==> src/rtl/rs_pkg.sv <==
// Shared definitions for the reservation station bank: widths, dispatch word
// layout, dispatch control encodings and the CDB snoop helper.
package rs_pkg;

  localparam int DATA_W = 32;
  localparam int TAG_W  = 5;
  localparam int IN_W   = 2 * DATA_W + 12;

  // Bit offsets of the fields inside the 76-bit dispatch word
  localparam int ALU_CTRL_LSB = 0;
  localparam int RD_LSB       = 5;
  localparam int RS1_V_BIT    = 10;
  localparam int RS1_VT_LSB   = 11;
  localparam int RS2_V_BIT    = 43;
  localparam int RS2_VT_LSB   = 44;

  typedef enum logic [1:0] {
    DISP_BUBBLE  = 2'b00,
    DISP_COMPLEX = 2'b01,
    DISP_FP      = 2'b10,
    DISP_SIMPLE  = 2'b11
  } dispCtrl_e;

  // Same layout as the offsets above, MSB first
  typedef struct packed {
    logic [DATA_W-1:0] rs2Vt;
    logic              rs2V;
    logic [DATA_W-1:0] rs1Vt;
    logic              rs1V;
    logic [4:0]        rd;
    logic [4:0]        aluCtrl;
  } dispWord_t;

  typedef struct packed {
    logic              v;
    logic [DATA_W-1:0] vt;
  } operand_t;

  // Captures a broadcast result into a waiting operand; port a wins a tie
  function automatic operand_t snoop(input operand_t op,
                                     input logic aValid, input logic [TAG_W-1:0] aTag,
                                     input logic [DATA_W-1:0] aData,
                                     input logic bValid, input logic [TAG_W-1:0] bTag,
                                     input logic [DATA_W-1:0] bData);
    operand_t res;
    res = op;
    if (!op.v) begin
      if (aValid && (aTag == op.vt[TAG_W-1:0])) begin
        res.v  = 1'b1;
        res.vt = aData;
      end else if (bValid && (bTag == op.vt[TAG_W-1:0])) begin
        res.v  = 1'b1;
        res.vt = bData;
      end
    end
    return res;
  endfunction

endpackage

==> src/rtl/rs_bank_if.sv <==
// Dispatch, CDB, flush and issue signals of one reservation station bank.
// The master side is dispatch/CDB/execution unit, the slave side is the bank.
interface rs_bank_if;
  import rs_pkg::*;

  logic [IN_W-1:0]   in_0_data;
  logic              in_0_valid;
  logic [IN_W-1:0]   in_1_data;
  logic              in_1_valid;
  logic              empty_0;
  logic              empty_1;
  logic              cdb_a_valid;
  logic [TAG_W-1:0]  cdb_a_tag;
  logic [DATA_W-1:0] cdb_a_data;
  logic              cdb_b_valid;
  logic [TAG_W-1:0]  cdb_b_tag;
  logic [DATA_W-1:0] cdb_b_data;
  logic              flush;
  logic              issue_valid;
  logic              issue_ready;
  logic [DATA_W-1:0] issue_rs1;
  logic [DATA_W-1:0] issue_rs2;
  logic [4:0]        issue_rd;
  logic [4:0]        issue_alu_ctrl;
  logic              overflow_err;

  modport master (
    output in_0_data, in_0_valid, in_1_data, in_1_valid,
    output cdb_a_valid, cdb_a_tag, cdb_a_data, cdb_b_valid, cdb_b_tag, cdb_b_data,
    output flush, issue_ready,
    input  empty_0, empty_1, issue_valid, issue_rs1, issue_rs2, issue_rd,
    input  issue_alu_ctrl, overflow_err
  );

  modport slave (
    input  in_0_data, in_0_valid, in_1_data, in_1_valid,
    input  cdb_a_valid, cdb_a_tag, cdb_a_data, cdb_b_valid, cdb_b_tag, cdb_b_data,
    input  flush, issue_ready,
    output empty_0, empty_1, issue_valid, issue_rs1, issue_rs2, issue_rd,
    output issue_alu_ctrl, overflow_err
  );

endinterface

==> src/rtl/rs_entry.sv <==
// One reservation station entry: storage, write-cycle bypass and CDB snoop.
module rs_entry
  import rs_pkg::*;
(
  input  logic              clk,
  input  logic              reset,
  input  logic              wrEn,
  input  dispWord_t         wrData,
  input  logic              clear,
  input  logic              cdbAValid,
  input  logic [TAG_W-1:0]  cdbATag,
  input  logic [DATA_W-1:0] cdbAData,
  input  logic              cdbBValid,
  input  logic [TAG_W-1:0]  cdbBTag,
  input  logic [DATA_W-1:0] cdbBData,
  output logic              occ,
  output logic              ready,
  output logic [DATA_W-1:0] rs1,
  output logic [DATA_W-1:0] rs2,
  output logic [4:0]        rd,
  output logic [4:0]        aluCtrl
);

  logic     occ_q, occ_d;
  operand_t rs1_q, rs1_d;
  operand_t rs2_q, rs2_d;
  logic [4:0] rd_q, rd_d;
  logic [4:0] alu_q, alu_d;

  // Next state: clear beats a write, a write is snooped as it lands, otherwise snoop held operands
  always_comb begin
    occ_d = occ_q;
    rs1_d = rs1_q;
    rs2_d = rs2_q;
    rd_d  = rd_q;
    alu_d = alu_q;
    if (clear) begin
      occ_d = 1'b0;
    end else if (wrEn) begin
      occ_d = 1'b1;
      rs1_d = snoop({wrData.rs1V, wrData.rs1Vt}, cdbAValid, cdbATag, cdbAData,
                    cdbBValid, cdbBTag, cdbBData);
      rs2_d = snoop({wrData.rs2V, wrData.rs2Vt}, cdbAValid, cdbATag, cdbAData,
                    cdbBValid, cdbBTag, cdbBData);
      rd_d  = wrData.rd;
      alu_d = wrData.aluCtrl;
    end else if (occ_q) begin
      rs1_d = snoop(rs1_q, cdbAValid, cdbATag, cdbAData, cdbBValid, cdbBTag, cdbBData);
      rs2_d = snoop(rs2_q, cdbAValid, cdbATag, cdbAData, cdbBValid, cdbBTag, cdbBData);
    end
  end

  // Entry registers
  always_ff @(posedge clk or posedge reset) begin
    if (reset) begin
      occ_q <= 1'b0;
      rs1_q <= '0;
      rs2_q <= '0;
      rd_q  <= '0;
      alu_q <= '0;
    end else begin
      occ_q <= occ_d;
      rs1_q <= rs1_d;
      rs2_q <= rs2_d;
      rd_q  <= rd_d;
      alu_q <= alu_d;
    end
  end

  assign occ     = occ_q;
  assign ready   = occ_q & rs1_q.v & rs2_q.v;
  assign rs1     = rs1_q.vt;
  assign rs2     = rs2_q.vt;
  assign rd      = rd_q;
  assign aluCtrl = alu_q;

endmodule

==> src/rtl/rs_bank.sv <==
// Two-entry reservation station bank: accepts dispatch writes, wakes operands
// from two CDB ports and issues the oldest ready entry.
module rs_bank
  import rs_pkg::*;
(
  input  logic      clk,
  input  logic      reset,
  rs_bank_if.slave  bus
);

  dispWord_t in0Word, in1Word;
  logic wr0En, wr1En, clear0, clear1;
  logic e0Occ, e0Ready, e1Occ, e1Ready;
  logic [DATA_W-1:0] e0Rs1, e0Rs2, e1Rs1, e1Rs2;
  logic [4:0] e0Rd, e0Alu, e1Rd, e1Alu;
  logic sel1, issueValid, fire;
  logic e1Older_q, e1Older_d;
  logic overflow_q, overflow_d;

  assign in0Word = bus.in_0_data;
  assign in1Word = bus.in_1_data;

  // Writes into an occupied entry (including one firing this cycle) are dropped
  assign wr0En  = bus.in_0_valid & ~e0Occ;
  assign wr1En  = bus.in_1_valid & ~e1Occ;
  assign clear0 = bus.flush | (fire & ~sel1);
  assign clear1 = bus.flush | (fire & sel1);

  rs_entry u_entry0 (
    .clk(clk), .reset(reset), .wrEn(wr0En), .wrData(in0Word), .clear(clear0),
    .cdbAValid(bus.cdb_a_valid), .cdbATag(bus.cdb_a_tag), .cdbAData(bus.cdb_a_data),
    .cdbBValid(bus.cdb_b_valid), .cdbBTag(bus.cdb_b_tag), .cdbBData(bus.cdb_b_data),
    .occ(e0Occ), .ready(e0Ready), .rs1(e0Rs1), .rs2(e0Rs2), .rd(e0Rd), .aluCtrl(e0Alu)
  );

  rs_entry u_entry1 (
    .clk(clk), .reset(reset), .wrEn(wr1En), .wrData(in1Word), .clear(clear1),
    .cdbAValid(bus.cdb_a_valid), .cdbATag(bus.cdb_a_tag), .cdbAData(bus.cdb_a_data),
    .cdbBValid(bus.cdb_b_valid), .cdbBTag(bus.cdb_b_tag), .cdbBData(bus.cdb_b_data),
    .occ(e1Occ), .ready(e1Ready), .rs1(e1Rs1), .rs2(e1Rs2), .rd(e1Rd), .aluCtrl(e1Alu)
  );

  // Oldest-ready select and issue mux, driven only from entry registers
  always_comb begin
    issueValid         = e0Ready | e1Ready;
    sel1               = e1Ready & (~e0Ready | e1Older_q);
    fire               = issueValid & bus.issue_ready;
    bus.issue_rs1      = '0;
    bus.issue_rs2      = '0;
    bus.issue_rd       = '0;
    bus.issue_alu_ctrl = '0;
    if (issueValid) begin
      bus.issue_rs1      = sel1 ? e1Rs1 : e0Rs1;
      bus.issue_rs2      = sel1 ? e1Rs2 : e0Rs2;
      bus.issue_rd       = sel1 ? e1Rd  : e0Rd;
      bus.issue_alu_ctrl = sel1 ? e1Alu : e0Alu;
    end
  end

  // Age tracking and sticky overflow detection
  always_comb begin
    e1Older_d  = e1Older_q;
    overflow_d = overflow_q | (bus.in_0_valid & e0Occ) | (bus.in_1_valid & e1Occ);
    if (!bus.flush) begin
      if (wr0En && wr1En) begin
        e1Older_d = 1'b1;
      end else if (wr0En && e1Occ) begin
        e1Older_d = 1'b1;
      end else if (wr1En && e0Occ) begin
        e1Older_d = 1'b0;
      end
    end
  end

  // Age and error registers
  always_ff @(posedge clk or posedge reset) begin
    if (reset) begin
      e1Older_q  <= 1'b0;
      overflow_q <= 1'b0;
    end else begin
      e1Older_q  <= e1Older_d;
      overflow_q <= overflow_d;
    end
  end

  assign bus.issue_valid  = issueValid;
  assign bus.empty_0      = ~e0Occ;
  assign bus.empty_1      = ~e1Occ;
  assign bus.overflow_err = overflow_q;

endmodule

==> src/flat_wrapper.sv <==
// flat-port wrapper written by rule: the top's interface ports become plain ports
module rs_bank_flat import rs_pkg::*;
  (clk, reset, bus_in_0_data, bus_in_0_valid, bus_in_1_data, bus_in_1_valid, bus_cdb_a_valid, bus_cdb_a_tag, bus_cdb_a_data, bus_cdb_b_valid, bus_cdb_b_tag, bus_cdb_b_data, bus_flush, bus_issue_ready, bus_empty_0, bus_empty_1, bus_issue_valid, bus_issue_rs1, bus_issue_rs2, bus_issue_rd, bus_issue_alu_ctrl, bus_overflow_err);
  rs_bank_if bus_i ();
  input  logic clk;
  input  logic reset;
  input wire logic [$bits(bus_i.in_0_data)-1:0] bus_in_0_data;
  input wire logic [$bits(bus_i.in_0_valid)-1:0] bus_in_0_valid;
  input wire logic [$bits(bus_i.in_1_data)-1:0] bus_in_1_data;
  input wire logic [$bits(bus_i.in_1_valid)-1:0] bus_in_1_valid;
  input wire logic [$bits(bus_i.cdb_a_valid)-1:0] bus_cdb_a_valid;
  input wire logic [$bits(bus_i.cdb_a_tag)-1:0] bus_cdb_a_tag;
  input wire logic [$bits(bus_i.cdb_a_data)-1:0] bus_cdb_a_data;
  input wire logic [$bits(bus_i.cdb_b_valid)-1:0] bus_cdb_b_valid;
  input wire logic [$bits(bus_i.cdb_b_tag)-1:0] bus_cdb_b_tag;
  input wire logic [$bits(bus_i.cdb_b_data)-1:0] bus_cdb_b_data;
  input wire logic [$bits(bus_i.flush)-1:0] bus_flush;
  input wire logic [$bits(bus_i.issue_ready)-1:0] bus_issue_ready;
  output wire logic [$bits(bus_i.empty_0)-1:0] bus_empty_0;
  output wire logic [$bits(bus_i.empty_1)-1:0] bus_empty_1;
  output wire logic [$bits(bus_i.issue_valid)-1:0] bus_issue_valid;
  output wire logic [$bits(bus_i.issue_rs1)-1:0] bus_issue_rs1;
  output wire logic [$bits(bus_i.issue_rs2)-1:0] bus_issue_rs2;
  output wire logic [$bits(bus_i.issue_rd)-1:0] bus_issue_rd;
  output wire logic [$bits(bus_i.issue_alu_ctrl)-1:0] bus_issue_alu_ctrl;
  output wire logic [$bits(bus_i.overflow_err)-1:0] bus_overflow_err;
  assign bus_i.in_0_data = bus_in_0_data;
  assign bus_i.in_0_valid = bus_in_0_valid;
  assign bus_i.in_1_data = bus_in_1_data;
  assign bus_i.in_1_valid = bus_in_1_valid;
  assign bus_i.cdb_a_valid = bus_cdb_a_valid;
  assign bus_i.cdb_a_tag = bus_cdb_a_tag;
  assign bus_i.cdb_a_data = bus_cdb_a_data;
  assign bus_i.cdb_b_valid = bus_cdb_b_valid;
  assign bus_i.cdb_b_tag = bus_cdb_b_tag;
  assign bus_i.cdb_b_data = bus_cdb_b_data;
  assign bus_i.flush = bus_flush;
  assign bus_i.issue_ready = bus_issue_ready;
  assign bus_empty_0 = bus_i.empty_0;
  assign bus_empty_1 = bus_i.empty_1;
  assign bus_issue_valid = bus_i.issue_valid;
  assign bus_issue_rs1 = bus_i.issue_rs1;
  assign bus_issue_rs2 = bus_i.issue_rs2;
  assign bus_issue_rd = bus_i.issue_rd;
  assign bus_issue_alu_ctrl = bus_i.issue_alu_ctrl;
  assign bus_overflow_err = bus_i.overflow_err;
  rs_bank u_core (.clk(clk), .reset(reset), .bus(bus_i));
endmodule
==> config.mk <==
export PLATFORM = sky130hd
export DESIGN_NAME = rs_bank_flat
export DESIGN_NICKNAME = d
export VERILOG_FILES = /design/src/rtl/rs_pkg.sv /design/src/rtl/rs_bank_if.sv /design/src/rtl/rs_entry.sv /design/src/rtl/rs_bank.sv /design/src/flat_wrapper.sv
export SDC_FILE = /design/constraint.sdc
export NUM_CORES = 1
export LEC_CHECK = 0
export CAP_MARGIN = 25
export CORE_UTILIZATION = 55
export DETAILED_ROUTE_END_ITERATION = 8
export GPL_ROUTABILITY_DRIVEN = 1
export PLACE_DENSITY_LB_ADDON = 0.05
export SYNTH_ARGS = -nofsm -noshare
export SYNTH_HDL_FRONTEND = slang
export SYNTH_HIERARCHICAL = 1
export SYNTH_SLANG_ARGS = --single-unit
==> constraint.sdc <==
create_clock -name clk -period 4.37 [get_ports clk]
set_clock_uncertainty 0.15 [all_clocks]
set_input_delay 0.874 -clock clk [delete_from_list [all_inputs] [get_ports clk]]
set_output_delay 0.874 -clock clk [all_outputs]
set_load 0.1 [all_outputs]
==> qor.csv <==
metric,value,unit
"commonest non-fill, non-tap cell in the layout",clkdlybuf4s50_1,
Setup-failing EPs final,0,
total CTS buffers,17,
Place WS,0.434,ns
Mapped Cells,1613,
hold depth,2,
leading area contributor after synthesis,dfrtp_1,
detailed router's first-iteration violation count,2925,
Final Max Tran Viols,0,
count of cell types in the netlist,52,
DRT Pass-1 Iters,8,
Layout area overhead,19.7,%
power density over the cells,479,nW/um2
root buffer cell,clkbuf_16,
Sw Pwr,3.91,mW
Port Buffers,311,
mapped cell area,14200,um2
Synth area leaders,"dfrtp_1, o2111ai_1, buf_4",
routability cong.,0.982,
worst endpoint required time,3.35,ns
initial antenna violation count,1,
Worst Path Arrival,2.92,ns
P_int,4.25,mW
Crit path buffers/inverters,2,
combinational share of power,0.488,
Worst Tran Pin Value,0.984,ns
CP top delay family,buffers and inverters,
Die ar.,26500,um2
clock latency on the worst-skew pair,0.45,ns
max_slew headroom,0.342,
dpl cell area,16400,um2
FF-to-FF setup slack,0.61,ns
CTS H-tree lvls,4,
clk buf depth,2,
setup TNS,0,ns
maximum number of pins on one net before global-route repair,55,
most frequent cells in the layout,"clkdlybuf4s50_1, dfrtp_1, buf_4",
"Slowest-stage cell, CP",buf_4,
core area,25300,um2
FF-to-FF End,u_core/u_entry1/rs1[26]$_DFFE_PP0P_,
worst r2r src,u_core/u_entry1/occ$_DFFE_PP0P_,
crit-path max FO,54,
max-cap violations,0,
"slowest stage delay, CP",0.63,ns
CTS resizes,0,
post-synth top area share,0.274,
Reg power frac,0.314,
yosys warns,6,
Post CTS Setup Buffer Count,0,
total chip power,8.16,mW
crit-path most repeated cell,buf_4,
Register Area,3900,um2
area of the multi-input gates,8350,um2
top_reg_cell synth,dfrtp_1,
crit share post-route,0.902,
Worst setup SP type,flop,
Async SR Flop Fraction,1.00,
Initial Utilization,0.564,
WHS,0.340,ns
CTS Hold Bufs,0,
num ports,312,
sequential-to-total area share from yosys stat,0.274,
ANT nets after route,0,
final WL,63000,um
grt ovf,0,
LEAKAGE,6.43,nW
"Avg Cell Area, Syn",8.82,um2
Seq cells post-synth,156,
Mapped Nets,1847,
f_max,0.254,GHz
Hold Crit Class,flop to flop,
Sw Share,0.479,
vias in the first global route,15400,
vias,16000,
global-route wire length before repair,93500,um
DPL Wire Length,42100,um
critical path class,flop to primary output,
fin crit period,3.94,ns
R2R cell count,11,
clock sinks,156,
DR WL/cell,30.8,um
Critical Path Sink Type,primary output,
outcome,"finished, final reports clean",
Final nets,1936,
crit-path cells,"and3_1, a21boi_4, buf_4, a22o_1, buf_4",
fraction of layout cells with a size suffix above 1,0.144,
Max VDD drop,0.000432,V
final cell count without fillers,2045,
DRC violations left,0,
Clock power frac,0.198,
Die H,163,um
hold_sp,u_core/bus.overflow_err$_DFF_PP0_,
sink of the worst hold path,u_core/bus.overflow_err$_DFF_PP0_,
vias per cell,7.83,
Util after Layout,0.675,
DP Cell Count,2012,
final hold vios,0,
Final Cell Area,17000,um2
Final Worst Setup Slack,0.428,ns
Total Routing Usage GR,0.466,
num rows,58,
clock slew at reported path FFs,0.07,ns
filler cell count,2143,
"EDFF count, synth",0,
CTS tree,built,
Die Span X,163,um
RSZ-0062 raised after global routing,false,
Diodes inserted,0,
[flip-flops by register name, summed over array words and instances (netlist names)]
register	count
u_core/u_entry0/rs1	32
u_core/u_entry0/rs2	32
u_core/u_entry1/rs1	32
u_core/u_entry1/rs2	32
u_core/u_entry0/aluCtrl	5
u_core/u_entry0/rd	5
u_core/u_entry1/aluCtrl	5
u_core/u_entry1/rd	5
u_core/bus.overflow_err	1
u_core/e1Older_q	1
u_core/u_entry0/occ	1
u_core/u_entry0/rs1_q	1
u_core/u_entry0/rs2_q	1
u_core/u_entry1/occ	1
u_core/u_entry1/rs1_q	1
u_core/u_entry1/rs2_q	1
[how the worst max path moves through the flow]
stage	from	end	slack (ns)	cells past startpoint
after global placement	bus_cdb_b_tag[3]	u_core/u_entry1/rs1[7]$_DFFE_PP0P_	0.57	7
after floorplan	reset	u_core/u_entry0/aluCtrl[0]$_DFFE_PP0P_	1.38	1
after detailed placement	bus_cdb_b_tag[3]	u_core/u_entry1/rs1[26]$_DFFE_PP0P_	0.43	7
after global routing	u_core/u_entry1/occ$_DFFE_PP0P_	bus_issue_rs1[30]	0.40	5
final	u_core/u_entry0/occ$_DFFE_PP0P_	bus_issue_rs1[30]	0.43	5
after CTS	u_core/u_entry1/occ$_DFFE_PP0P_	bus_issue_rs1[30]	0.53	5
[power groups by stage]
stage | clock, mW | combinational (mW) | sequential, mW
final | 1.62 | 3.98 | 2.56
after floorplan | 0 | 3.60 | 2.38
after detailed placement | 0 | 3.91 | 2.56
after global routing | 1.67 | 4.12 | 2.62
after CTS | 1.61 | 3.92 | 2.54
after global placement | 0 | 3.85 | 2.54
[cell usage after synthesis, types with 14 or more instances]
library cell,n
buf_2,80
o211a_1,56
clkbuf_1,82
xor2_1,28
inv_1,14
mux2_2,20
buf_4,146
o22a_1,56
a22oi_1,64
buf_6,14
o21ai_0,132
o2111ai_1,128
a2bb2oi_1,62
nand3_1,128
nand2_1,66
dfrtp_1,156
nor2_1,17
a221oi_1,62
o211ai_1,72
a22o_1,74
xnor2_1,52
[area by class of cell]
| class | count | area share |
|---|---|---|
| Multi-Input combinational cell | 1116 | 0.490 |
| Sequential cell | 156 | 0.229 |
| Timing Repair Buffer | 396 | 0.217 |
| Clock buffer | 17 | 0.0250 |
| Tap cell | 330 | 0.0242 |
| Clock inverter | 15 | 0.0112 |
| Inverter | 15 | 0.00345 |
[cells by family after synthesis]
| logic type | count (synthesis) | synth area share |
|---|---|---|
| buf+inv | 341 | 0.143 |
| mux | 20 | 0.0158 |
| xor+xnor | 80 | 0.0492 |
| flops | 156 | 0.274 |
| simple gates | 271 | 0.0996 |
| compound gates | 745 | 0.418 |
[routing by layer]
layer | part of all wire | GRT usage | up-vias
li1 | - | - | 6480
met1 | 0.36 | 0.592 | 7597
met4 | 0.058 | 0.240 | 4
met3 | 0.15 | 0.150 | 352
met5 | 0.0017 | 0.0265 | -
met2 | 0.43 | 0.703 | 1582
[worst min-delay path, cell delays in order (launching register included)]
cell     delay (ns)
dfrtp_1        0.35
a21oi_1        0.04
o21ai_0        0.06
Power figures use the tool's default switching activity.
